--- src/rtl/l2_arb_pkg.sv ---
// ---------------------------------------------------------------------------
// l2_arb_pkg
// Shared types and defaults for the L2 input arbiter.
//   src_t          : encoding of the granted source on out_src
//                    (0=rsp, 1=fwd, 2=flush, 3=cpu).
//   flush_state_t  : flush sequencing states (IDLE, FLUSHING, DRAIN).
//   *_DEF          : default parameter values used by the arbiter.
//   src_onehot()   : maps a source to its one-hot ready bit position.
// ---------------------------------------------------------------------------
package l2_arb_pkg;

  localparam int LINE_ADDR_W_DEF  = 28;
  localparam int STARVE_LIMIT_DEF = 8;
  localparam int STARVE_W_DEF     = 4;

  typedef enum logic [1:0] {
    SRC_RSP   = 2'd0,
    SRC_FWD   = 2'd1,
    SRC_FLUSH = 2'd2,
    SRC_CPU   = 2'd3
  } src_t;

  typedef enum logic [1:0] {
    IDLE     = 2'd0,
    FLUSHING = 2'd1,
    DRAIN    = 2'd2
  } flush_state_t;

  // Bit order of the result is {cpu, flush, fwd, rsp}.
  function automatic logic [3:0] src_onehot(input src_t s);
    return 4'b0001 << s;
  endfunction

endpackage

--- src/rtl/l2_input_arbiter_if.sv ---
// ---------------------------------------------------------------------------
// l2_input_arbiter_if
// Bundles the inbound channel handshakes, the eligibility side-band inputs
// and the output stage handshake of the L2 input arbiter.
//   slave  : the arbiter's view (channel valid/addr in, ready out,
//            out_* towards the lookup pipeline).
//   master : the surrounding environment's view (opposite directions).
// ---------------------------------------------------------------------------
interface l2_input_arbiter_if #(
  parameter int LINE_ADDR_W = 28
);

  logic                   rsp_in_valid;
  logic [LINE_ADDR_W-1:0] rsp_in_addr;
  logic                   rsp_in_ready;

  logic                   fwd_in_valid;
  logic [LINE_ADDR_W-1:0] fwd_in_addr;
  logic                   fwd_in_ready;

  logic                   cpu_req_valid;
  logic [LINE_ADDR_W-1:0] cpu_req_addr;
  logic                   cpu_req_ready;

  logic                   flush_valid;
  logic                   flush_ready;

  logic                   fwd_stall;
  logic                   mshr_full;
  logic                   flush_done;

  logic                   out_valid;
  logic                   out_ready;
  logic [1:0]             out_src;
  logic [LINE_ADDR_W-1:0] out_addr;
  logic                   flushing;

  modport slave (
    input  rsp_in_valid, rsp_in_addr,
    output rsp_in_ready,
    input  fwd_in_valid, fwd_in_addr,
    output fwd_in_ready,
    input  cpu_req_valid, cpu_req_addr,
    output cpu_req_ready,
    input  flush_valid,
    output flush_ready,
    input  fwd_stall, mshr_full, flush_done,
    output out_valid, out_src, out_addr, flushing,
    input  out_ready
  );

  modport master (
    output rsp_in_valid, rsp_in_addr,
    input  rsp_in_ready,
    output fwd_in_valid, fwd_in_addr,
    input  fwd_in_ready,
    output cpu_req_valid, cpu_req_addr,
    input  cpu_req_ready,
    output flush_valid,
    input  flush_ready,
    output fwd_stall, mshr_full, flush_done,
    input  out_valid, out_src, out_addr, flushing,
    output out_ready
  );

endinterface

--- src/rtl/l2_arb_out_stage.sv ---
// ---------------------------------------------------------------------------
// l2_arb_out_stage
// One-entry valid/ready register between the arbiter and the L2 lookup.
//   clk, rst     : clock, synchronous active-high reset
//   load         : a grant was made this cycle (only asserted when can_load)
//   load_src/addr: source and address of that grant
//   out_ready    : pipeline consumes the held entry
//   out_valid/src/addr : held entry
//   can_load     : stage is empty or being drained this cycle
// A load in the same cycle as a drain overwrites the entry, so a steady
// stream of grants produces one output per cycle with no bubble.
// ---------------------------------------------------------------------------
module l2_arb_out_stage
  import l2_arb_pkg::*;
#(
  parameter int LINE_ADDR_W = LINE_ADDR_W_DEF
) (
  input  logic                   clk,
  input  logic                   rst,
  input  logic                   load,
  input  src_t                   load_src,
  input  logic [LINE_ADDR_W-1:0] load_addr,
  input  logic                   out_ready,
  output logic                   out_valid,
  output src_t                   out_src,
  output logic [LINE_ADDR_W-1:0] out_addr,
  output logic                   can_load
);

  logic                   valid_q, valid_d;
  src_t                   src_q, src_d;
  logic [LINE_ADDR_W-1:0] addr_q, addr_d;

  always_comb begin
    valid_d = valid_q;
    src_d   = src_q;
    addr_d  = addr_q;
    if (load) begin
      valid_d = 1'b1;
      src_d   = load_src;
      addr_d  = load_addr;
    end else if (out_ready) begin
      valid_d = 1'b0;
    end
  end

  // src/addr only change on a load, which keeps them stable while the
  // entry is stalled by out_ready=0.
  always_ff @(posedge clk) begin
    if (rst) begin
      valid_q <= 1'b0;
      src_q   <= SRC_RSP;
      addr_q  <= '0;
    end else begin
      valid_q <= valid_d;
      src_q   <= src_d;
      addr_q  <= addr_d;
    end
  end

  assign can_load  = !valid_q || out_ready;
  assign out_valid = valid_q;
  assign out_src   = src_q;
  assign out_addr  = addr_q;

endmodule

--- src/rtl/l2_input_arbiter.sv ---
// ---------------------------------------------------------------------------
// l2_input_arbiter
// Picks one inbound L2 channel per cycle (response-in, forward-in, flush,
// CPU request) and registers the winner into a one-entry output stage.
//   clk, rst : clock, synchronous active-high reset
//   bus      : l2_input_arbiter_if.slave carrying all channel handshakes,
//              fwd_stall / mshr_full / flush_done side-band inputs, the
//              out_valid/out_ready/out_src/out_addr stage and flushing.
// Priority is rsp > fwd > flush > cpu; once a CPU request has lost
// STARVE_LIMIT arbitrations in a row it is boosted to rsp > cpu > fwd >
// flush. Response-in always wins so outstanding misses can retire.
// ---------------------------------------------------------------------------
module l2_input_arbiter
  import l2_arb_pkg::*;
#(
  parameter int LINE_ADDR_W  = LINE_ADDR_W_DEF,
  parameter int STARVE_LIMIT = STARVE_LIMIT_DEF,
  parameter int STARVE_W     = STARVE_W_DEF
) (
  input logic               clk,
  input logic               rst,
  l2_input_arbiter_if.slave bus
);

  localparam logic [STARVE_W-1:0] STARVE_MAX = STARVE_W'(STARVE_LIMIT);

  flush_state_t           state_q, state_d;
  logic [STARVE_W-1:0]    starve_cnt_q, starve_cnt_d;

  logic                   can_load;
  logic                   boost;
  logic                   elig_rsp, elig_fwd, elig_flush, elig_cpu;
  logic                   grant_vld;
  src_t                   grant_src;
  logic [LINE_ADDR_W-1:0] grant_addr;
  logic [3:0]             ready_vec;
  src_t                   stage_src;

  // ---------------------------------------------------------------- eligibility
  assign elig_rsp   = bus.rsp_in_valid;
  assign elig_fwd   = bus.fwd_in_valid && !bus.fwd_stall;
  assign elig_flush = bus.flush_valid && (state_q == IDLE);
  assign elig_cpu   = bus.cpu_req_valid && !bus.mshr_full && (state_q == IDLE);
  assign boost      = (starve_cnt_q == STARVE_MAX);

  // ---------------------------------------------------------------- arbitration
  always_comb begin
    grant_vld  = 1'b0;
    grant_src  = SRC_RSP;
    grant_addr = '0;
    if (!rst && can_load) begin
      if (elig_rsp) begin
        grant_vld  = 1'b1;
        grant_src  = SRC_RSP;
        grant_addr = bus.rsp_in_addr;
      end else if (boost && elig_cpu) begin
        grant_vld  = 1'b1;
        grant_src  = SRC_CPU;
        grant_addr = bus.cpu_req_addr;
      end else if (elig_fwd) begin
        grant_vld  = 1'b1;
        grant_src  = SRC_FWD;
        grant_addr = bus.fwd_in_addr;
      end else if (elig_flush) begin
        // A flush carries no line address.
        grant_vld  = 1'b1;
        grant_src  = SRC_FLUSH;
        grant_addr = '0;
      end else if (elig_cpu) begin
        grant_vld  = 1'b1;
        grant_src  = SRC_CPU;
        grant_addr = bus.cpu_req_addr;
      end
    end
  end

  assign ready_vec         = grant_vld ? src_onehot(grant_src) : 4'b0000;
  assign bus.rsp_in_ready  = ready_vec[SRC_RSP];
  assign bus.fwd_in_ready  = ready_vec[SRC_FWD];
  assign bus.flush_ready   = ready_vec[SRC_FLUSH];
  assign bus.cpu_req_ready = ready_vec[SRC_CPU];

  // ---------------------------------------------------------------- starvation
  // Counts arbitrations an eligible CPU request lost. While the CPU is
  // ineligible (MSHRs full, flush active) or the stage cannot load, the
  // count is frozen rather than cleared so the boost is not forfeited.
  always_comb begin
    starve_cnt_d = starve_cnt_q;
    if (!bus.cpu_req_valid) begin
      starve_cnt_d = '0;
    end else if (grant_vld && (grant_src == SRC_CPU)) begin
      starve_cnt_d = '0;
    end else if (elig_cpu && can_load && !boost) begin
      starve_cnt_d = starve_cnt_q + STARVE_W'(1);
    end
  end

  // ---------------------------------------------------------------- flush FSM
  always_comb begin
    state_d = state_q;
    case (state_q)
      IDLE:     if (grant_vld && (grant_src == SRC_FLUSH)) state_d = FLUSHING;
      FLUSHING: if (bus.flush_done) state_d = DRAIN;
      DRAIN:    state_d = IDLE;
      default:  state_d = IDLE;
    endcase
  end

  always_ff @(posedge clk) begin
    if (rst) begin
      state_q      <= IDLE;
      starve_cnt_q <= '0;
    end else begin
      state_q      <= state_d;
      starve_cnt_q <= starve_cnt_d;
    end
  end

  assign bus.flushing = (state_q != IDLE);

  // ---------------------------------------------------------------- output stage
  l2_arb_out_stage #(
    .LINE_ADDR_W (LINE_ADDR_W)
  ) u_out_stage (
    .clk       (clk),
    .rst       (rst),
    .load      (grant_vld),
    .load_src  (grant_src),
    .load_addr (grant_addr),
    .out_ready (bus.out_ready),
    .out_valid (bus.out_valid),
    .out_src   (stage_src),
    .out_addr  (bus.out_addr),
    .can_load  (can_load)
  );

  assign bus.out_src = stage_src;

endmodule

--- src/flat_wrapper.sv ---
// flat-port wrapper written by rule: the top's interface ports become plain ports
module l2_input_arbiter_flat import l2_arb_pkg::*;
#(
  parameter int LINE_ADDR_W  = LINE_ADDR_W_DEF,
  parameter int STARVE_LIMIT = STARVE_LIMIT_DEF,
  parameter int STARVE_W     = STARVE_W_DEF
)
  (clk, rst, bus_rsp_in_valid, bus_rsp_in_addr, bus_rsp_in_ready, bus_fwd_in_valid, bus_fwd_in_addr, bus_fwd_in_ready, bus_cpu_req_valid, bus_cpu_req_addr, bus_cpu_req_ready, bus_flush_valid, bus_flush_ready, bus_fwd_stall, bus_mshr_full, bus_flush_done, bus_out_valid, bus_out_src, bus_out_addr, bus_flushing, bus_out_ready);
  l2_input_arbiter_if #(.LINE_ADDR_W(LINE_ADDR_W)) bus_i ();
  input logic clk;
  input logic rst;
  input wire logic [$bits(bus_i.rsp_in_valid)-1:0] bus_rsp_in_valid;
  input wire logic [$bits(bus_i.rsp_in_addr)-1:0] bus_rsp_in_addr;
  output wire logic [$bits(bus_i.rsp_in_ready)-1:0] bus_rsp_in_ready;
  input wire logic [$bits(bus_i.fwd_in_valid)-1:0] bus_fwd_in_valid;
  input wire logic [$bits(bus_i.fwd_in_addr)-1:0] bus_fwd_in_addr;
  output wire logic [$bits(bus_i.fwd_in_ready)-1:0] bus_fwd_in_ready;
  input wire logic [$bits(bus_i.cpu_req_valid)-1:0] bus_cpu_req_valid;
  input wire logic [$bits(bus_i.cpu_req_addr)-1:0] bus_cpu_req_addr;
  output wire logic [$bits(bus_i.cpu_req_ready)-1:0] bus_cpu_req_ready;
  input wire logic [$bits(bus_i.flush_valid)-1:0] bus_flush_valid;
  output wire logic [$bits(bus_i.flush_ready)-1:0] bus_flush_ready;
  input wire logic [$bits(bus_i.fwd_stall)-1:0] bus_fwd_stall;
  input wire logic [$bits(bus_i.mshr_full)-1:0] bus_mshr_full;
  input wire logic [$bits(bus_i.flush_done)-1:0] bus_flush_done;
  output wire logic [$bits(bus_i.out_valid)-1:0] bus_out_valid;
  output wire logic [$bits(bus_i.out_src)-1:0] bus_out_src;
  output wire logic [$bits(bus_i.out_addr)-1:0] bus_out_addr;
  output wire logic [$bits(bus_i.flushing)-1:0] bus_flushing;
  input wire logic [$bits(bus_i.out_ready)-1:0] bus_out_ready;
  assign bus_i.rsp_in_valid = bus_rsp_in_valid;
  assign bus_i.rsp_in_addr = bus_rsp_in_addr;
  assign bus_rsp_in_ready = bus_i.rsp_in_ready;
  assign bus_i.fwd_in_valid = bus_fwd_in_valid;
  assign bus_i.fwd_in_addr = bus_fwd_in_addr;
  assign bus_fwd_in_ready = bus_i.fwd_in_ready;
  assign bus_i.cpu_req_valid = bus_cpu_req_valid;
  assign bus_i.cpu_req_addr = bus_cpu_req_addr;
  assign bus_cpu_req_ready = bus_i.cpu_req_ready;
  assign bus_i.flush_valid = bus_flush_valid;
  assign bus_flush_ready = bus_i.flush_ready;
  assign bus_i.fwd_stall = bus_fwd_stall;
  assign bus_i.mshr_full = bus_mshr_full;
  assign bus_i.flush_done = bus_flush_done;
  assign bus_out_valid = bus_i.out_valid;
  assign bus_out_src = bus_i.out_src;
  assign bus_out_addr = bus_i.out_addr;
  assign bus_flushing = bus_i.flushing;
  assign bus_i.out_ready = bus_out_ready;
  l2_input_arbiter #(.LINE_ADDR_W(LINE_ADDR_W), .STARVE_LIMIT(STARVE_LIMIT), .STARVE_W(STARVE_W)) u_core (.clk(clk), .rst(rst), .bus(bus_i));
endmodule
--- config.mk ---
export PLATFORM = sky130hd
export DESIGN_NAME = l2_input_arbiter_flat
export DESIGN_NICKNAME = d
export VERILOG_FILES = /design/src/rtl/l2_arb_pkg.sv /design/src/rtl/l2_input_arbiter_if.sv /design/src/rtl/l2_arb_out_stage.sv /design/src/rtl/l2_input_arbiter.sv /design/src/flat_wrapper.sv
export SDC_FILE = /design/constraint.sdc
export NUM_CORES = 1
export LEC_CHECK = 0
export ABC_AREA = 0
export CORE_ASPECT_RATIO = 0.7
export CORE_UTILIZATION = 39
export CTS_CLUSTER_DIAMETER = 30
export CTS_CLUSTER_SIZE = 40
export DETAILED_ROUTE_END_ITERATION = 8
export GPL_TIMING_DRIVEN = 1
export PLACE_DENSITY = 0.83
export SKIP_LAST_GASP = 1
export SYNTH_ARGS = -nofsm -noshare
export SYNTH_HDL_FRONTEND = slang
export SYNTH_SLANG_ARGS = --single-unit
--- constraint.sdc ---
create_clock -name clk -period 5.3 [get_ports clk]
set_input_delay 1.59 -clock clk [delete_from_list [all_inputs] [get_ports clk]]
set_output_delay 1.59 -clock clk [all_outputs]
set_load 0.01 [all_outputs]
==> out/results.tsv, run 1 <==
metric	value	unit
critical path's top delay family	buffers and inverters	
fmax	195	MHz
Critical path buffers and inverters	2	
Sequential Power Share	0.433	
DP Wirelength	4.53	mm
Avg WL per Cell	16.0	um
top cells by count, synth	37 x dfxtp_1, 30 x o21ai_0, 28 x a221oi_2, 28 x o2bb2ai_1, 12 x nor2_1	
layout cells sized above 1	0.151	
Cell variety after synth	33	
met3 wire length	676	um
final cell count without fillers	387	
hold buffers post-CTS	0	
Die Y	62	um
leakage power	1.21	nW
DR top layer	met4	
Port Buffers	129	
global-route wire length before repair	9.32	mm
Crit path top cell by count	clkdlybuf4s50_1	
Sequential Area	741	sq um
RSZ-0062 raised after global routing	no	
Hold WC Path Type	reg -> reg	
post-synth top area share	0.369	
final hold vios	0	
final setup violation count	0	
Clock Power Share	0.256	
CTS H-tree lvls	2	
Synth area leaders	dfxtp_1 37%, a221oi_2 21%, o2bb2ai_1 12%, o21ai_0 7.5%, buf_2 2.2%	
area grow syn2layout	68.6	%
GRT Total Usage	0.226	
post_cts resized	0	
Antenna Nets Post-Route	0	
clock skew	0.00932	ns
Sw Pwr	0.199	mW
combinational power share	0.312	
Internal	0.531	mW
top_reg_cell synth	dfxtp_1	
Via density	5.32	
crit start category	primary input	
maximum VDD drop	89.2	uV
Worst Path Max Fanout	4	
CP Capture Type	output port	
drt drc	0	
most common cell in the netlist	dfxtp_1	
minimum clock period after layout	5.14	ns
Req. time, crit path	3.71	ns
max_slew headroom	0.499	
dominant cell type by area after synthesis	dfxtp_1	
sequential area share after synthesis	0.369	
initial drt markers	81	
CTS Buf Count	5	
Diodes inserted	0	
Fin Hold WS	0.465	ns
grt ovf	0	
area of the multi-input gates	1110	sq um
worst stage delay on the critical path	0.54	ns
Worst-Margin Slew	0.751	ns
CP max-delay cell	clkdlybuf4s50_1	
WS Path Type	in -> out	
maximum buffer depth of the clock tree	2	
Synth Warn #	0	
Post-synth ARST share	0	
TritonRoute pass-1 iters	4	
fraction of power spent switching nets	0.273	
vias in the first global route	1977	
Ports	130	
clock-pin transition on the worst setup and hold timing paths	0.07	ns
initial antenna violation count	0	
setup_tns	0	ns
die width	87.7	um
total chip power	0.730	mW
Starting Density	0.413	
fillers	380	
Mapped Avg Cell Area	10.4	sq um
Post-CTS Setup Inserts	0	
Final Cycle Share	0.969	
via count	2060	
max-cap violation count	0	
Mapped Area	2010	sq um
die area	5440	sq um
# nets final	413	
placed cell count	379	
met1 WL	2.78	mm
critical-path cell list	clkdlybuf4s50_1 -> nor4b_1 -> a21o_1 -> nand2_1 -> nor2_1 -> clkdlybuf4s50_1	
gp weighted congestion	0.844	
Rows	21	
CTS tree	yes	
clock latency on the worst-skew pair	0.28	ns
Core Region	4860	sq um
Net Count, Synth	289	
Arrival @ worst endpoint	3.55	ns
EDFF count, synth	0	
met2 wire len	2.72	mm
CTS Root Cell	clkbuf_8	
power per cell area	216	nW/um^2
Synth Register Bits	37	
DRT Wirelength	6.20	mm
max-slew violation count	0	
pin count of the biggest net entering global routing	31	
status	completed	
clock sink count	37	
Mapped Cells	193	
## cells by family after synthesis
group,after synthesis,synth area share
compound gates,94,0.437
flops,37,0.369
simple gates,32,0.0855
buf+inv,24,0.0774
xor+xnor,3,0.0131
fa+ha+maj,2,0.0125
mux,1,0.00499
## cell type report
cell class / instances / share of cell area
Tap cell: 69 / 0.0255
Multi-Input combinational cell: 132 / 0.330
Inverter: 5 / 0.00555
Sequential cell: 37 / 0.219
Clock buffer: 6 / 0.0215
Clock inverter: 2 / 0.00296
Timing Repair Buffer: 136 / 0.396
## worst reg2reg max path, delay by kind of cell (launching register included)
| kind | cells | cell delay, ns |
|---|---|---|
| flip-flops | 1 | 0.39 |
| buffers and inverters | 2 | 0.57 |
| AO/OA/AOI/OAI | 3 | 0.45 |
| AND/OR/NAND/NOR | 2 | 0.65 |
## through the flow
stage,cell area (sq um),utilization,setup slack [ns]
2_1_floorplan,2010,-,1.06
3_3_place_gp,3300,0.679,0.276
3_5_place_dp,3300,0.679,0.185
4_1_cts,3380,0.696,0.179
5_1_grt,3380,0.696,0.0964
6_report,3380,0.696,0.162
## per-layer routing
| layer | vias up | global-route usage |
|---|---|---|
| met5 | - | 0 |
| met3 | 2 | 0.0911 |
| met1 | 956 | 0.283 |
| met2 | 98 | 0.373 |
| li1 | 1004 | - |
| met4 | 0 | 0.0492 |
## power by group through the flow
stage          Combinational, mW  Clock (mW)  Sequential (mW)
2_1_floorplan             0.0793           0            0.332
3_5_place_dp               0.228           0            0.321
4_1_cts                    0.229       0.193            0.316
5_1_grt                    0.244       0.207            0.318
3_3_place_gp               0.226           0            0.321
6_report                   0.227       0.187            0.316
## cell usage in the layout (no fill, tap or decap), drive strengths merged, types with 3 or more instances in the layout
master,count
clkdlybuf4s50,128
inv,5
o2bb2ai,28
a21oi,3
nand2,4
clkbuf,6
buf,8
o21ai,30
dfxtp,37
a221oi,28
nor2,12
## worst paths after layout
kind,slack (ns),startpoint,to,cells past startpoint
setup / recovery,0.16,bus_cpu_req_valid,bus_fwd_in_ready,6
hold / removal,0.46,u_core.u_out_stage.out_addr[10]$_SDFFE_PP0P_,u_core.u_out_stage.out_addr[10]$_SDFFE_PP0P_,1
setup reg to reg,3.17,u_core.state_q[1]$_SDFFE_PP0P_,u_core.u_out_stage.out_addr[15]$_SDFFE_PP0P_,7
hold reg to reg,0.46,u_core.u_out_stage.out_addr[10]$_SDFFE_PP0P_,u_core.u_out_stage.out_addr[10]$_SDFFE_PP0P_,1
## registers in the layout, indices dropped and copies added, names as in the netlist
signal,cells
u_core.state_q,2
u_core.u_out_stage.out_valid,1
u_core.u_out_stage.out_src,2
u_core.starve_cnt_q,4
u_core.u_out_stage.out_addr,28
(Power assumes the default switching activity.)
==> run 2, diff against run 1 <==
ABC_AREA = unset   (was 0)
CAP_MARGIN = 10   (was unset)
CTS_CLUSTER_DIAMETER = unset   (was 30)
==> results of run 2 <==
The final DEF is identical to that of run 1; final timing and power are the same.
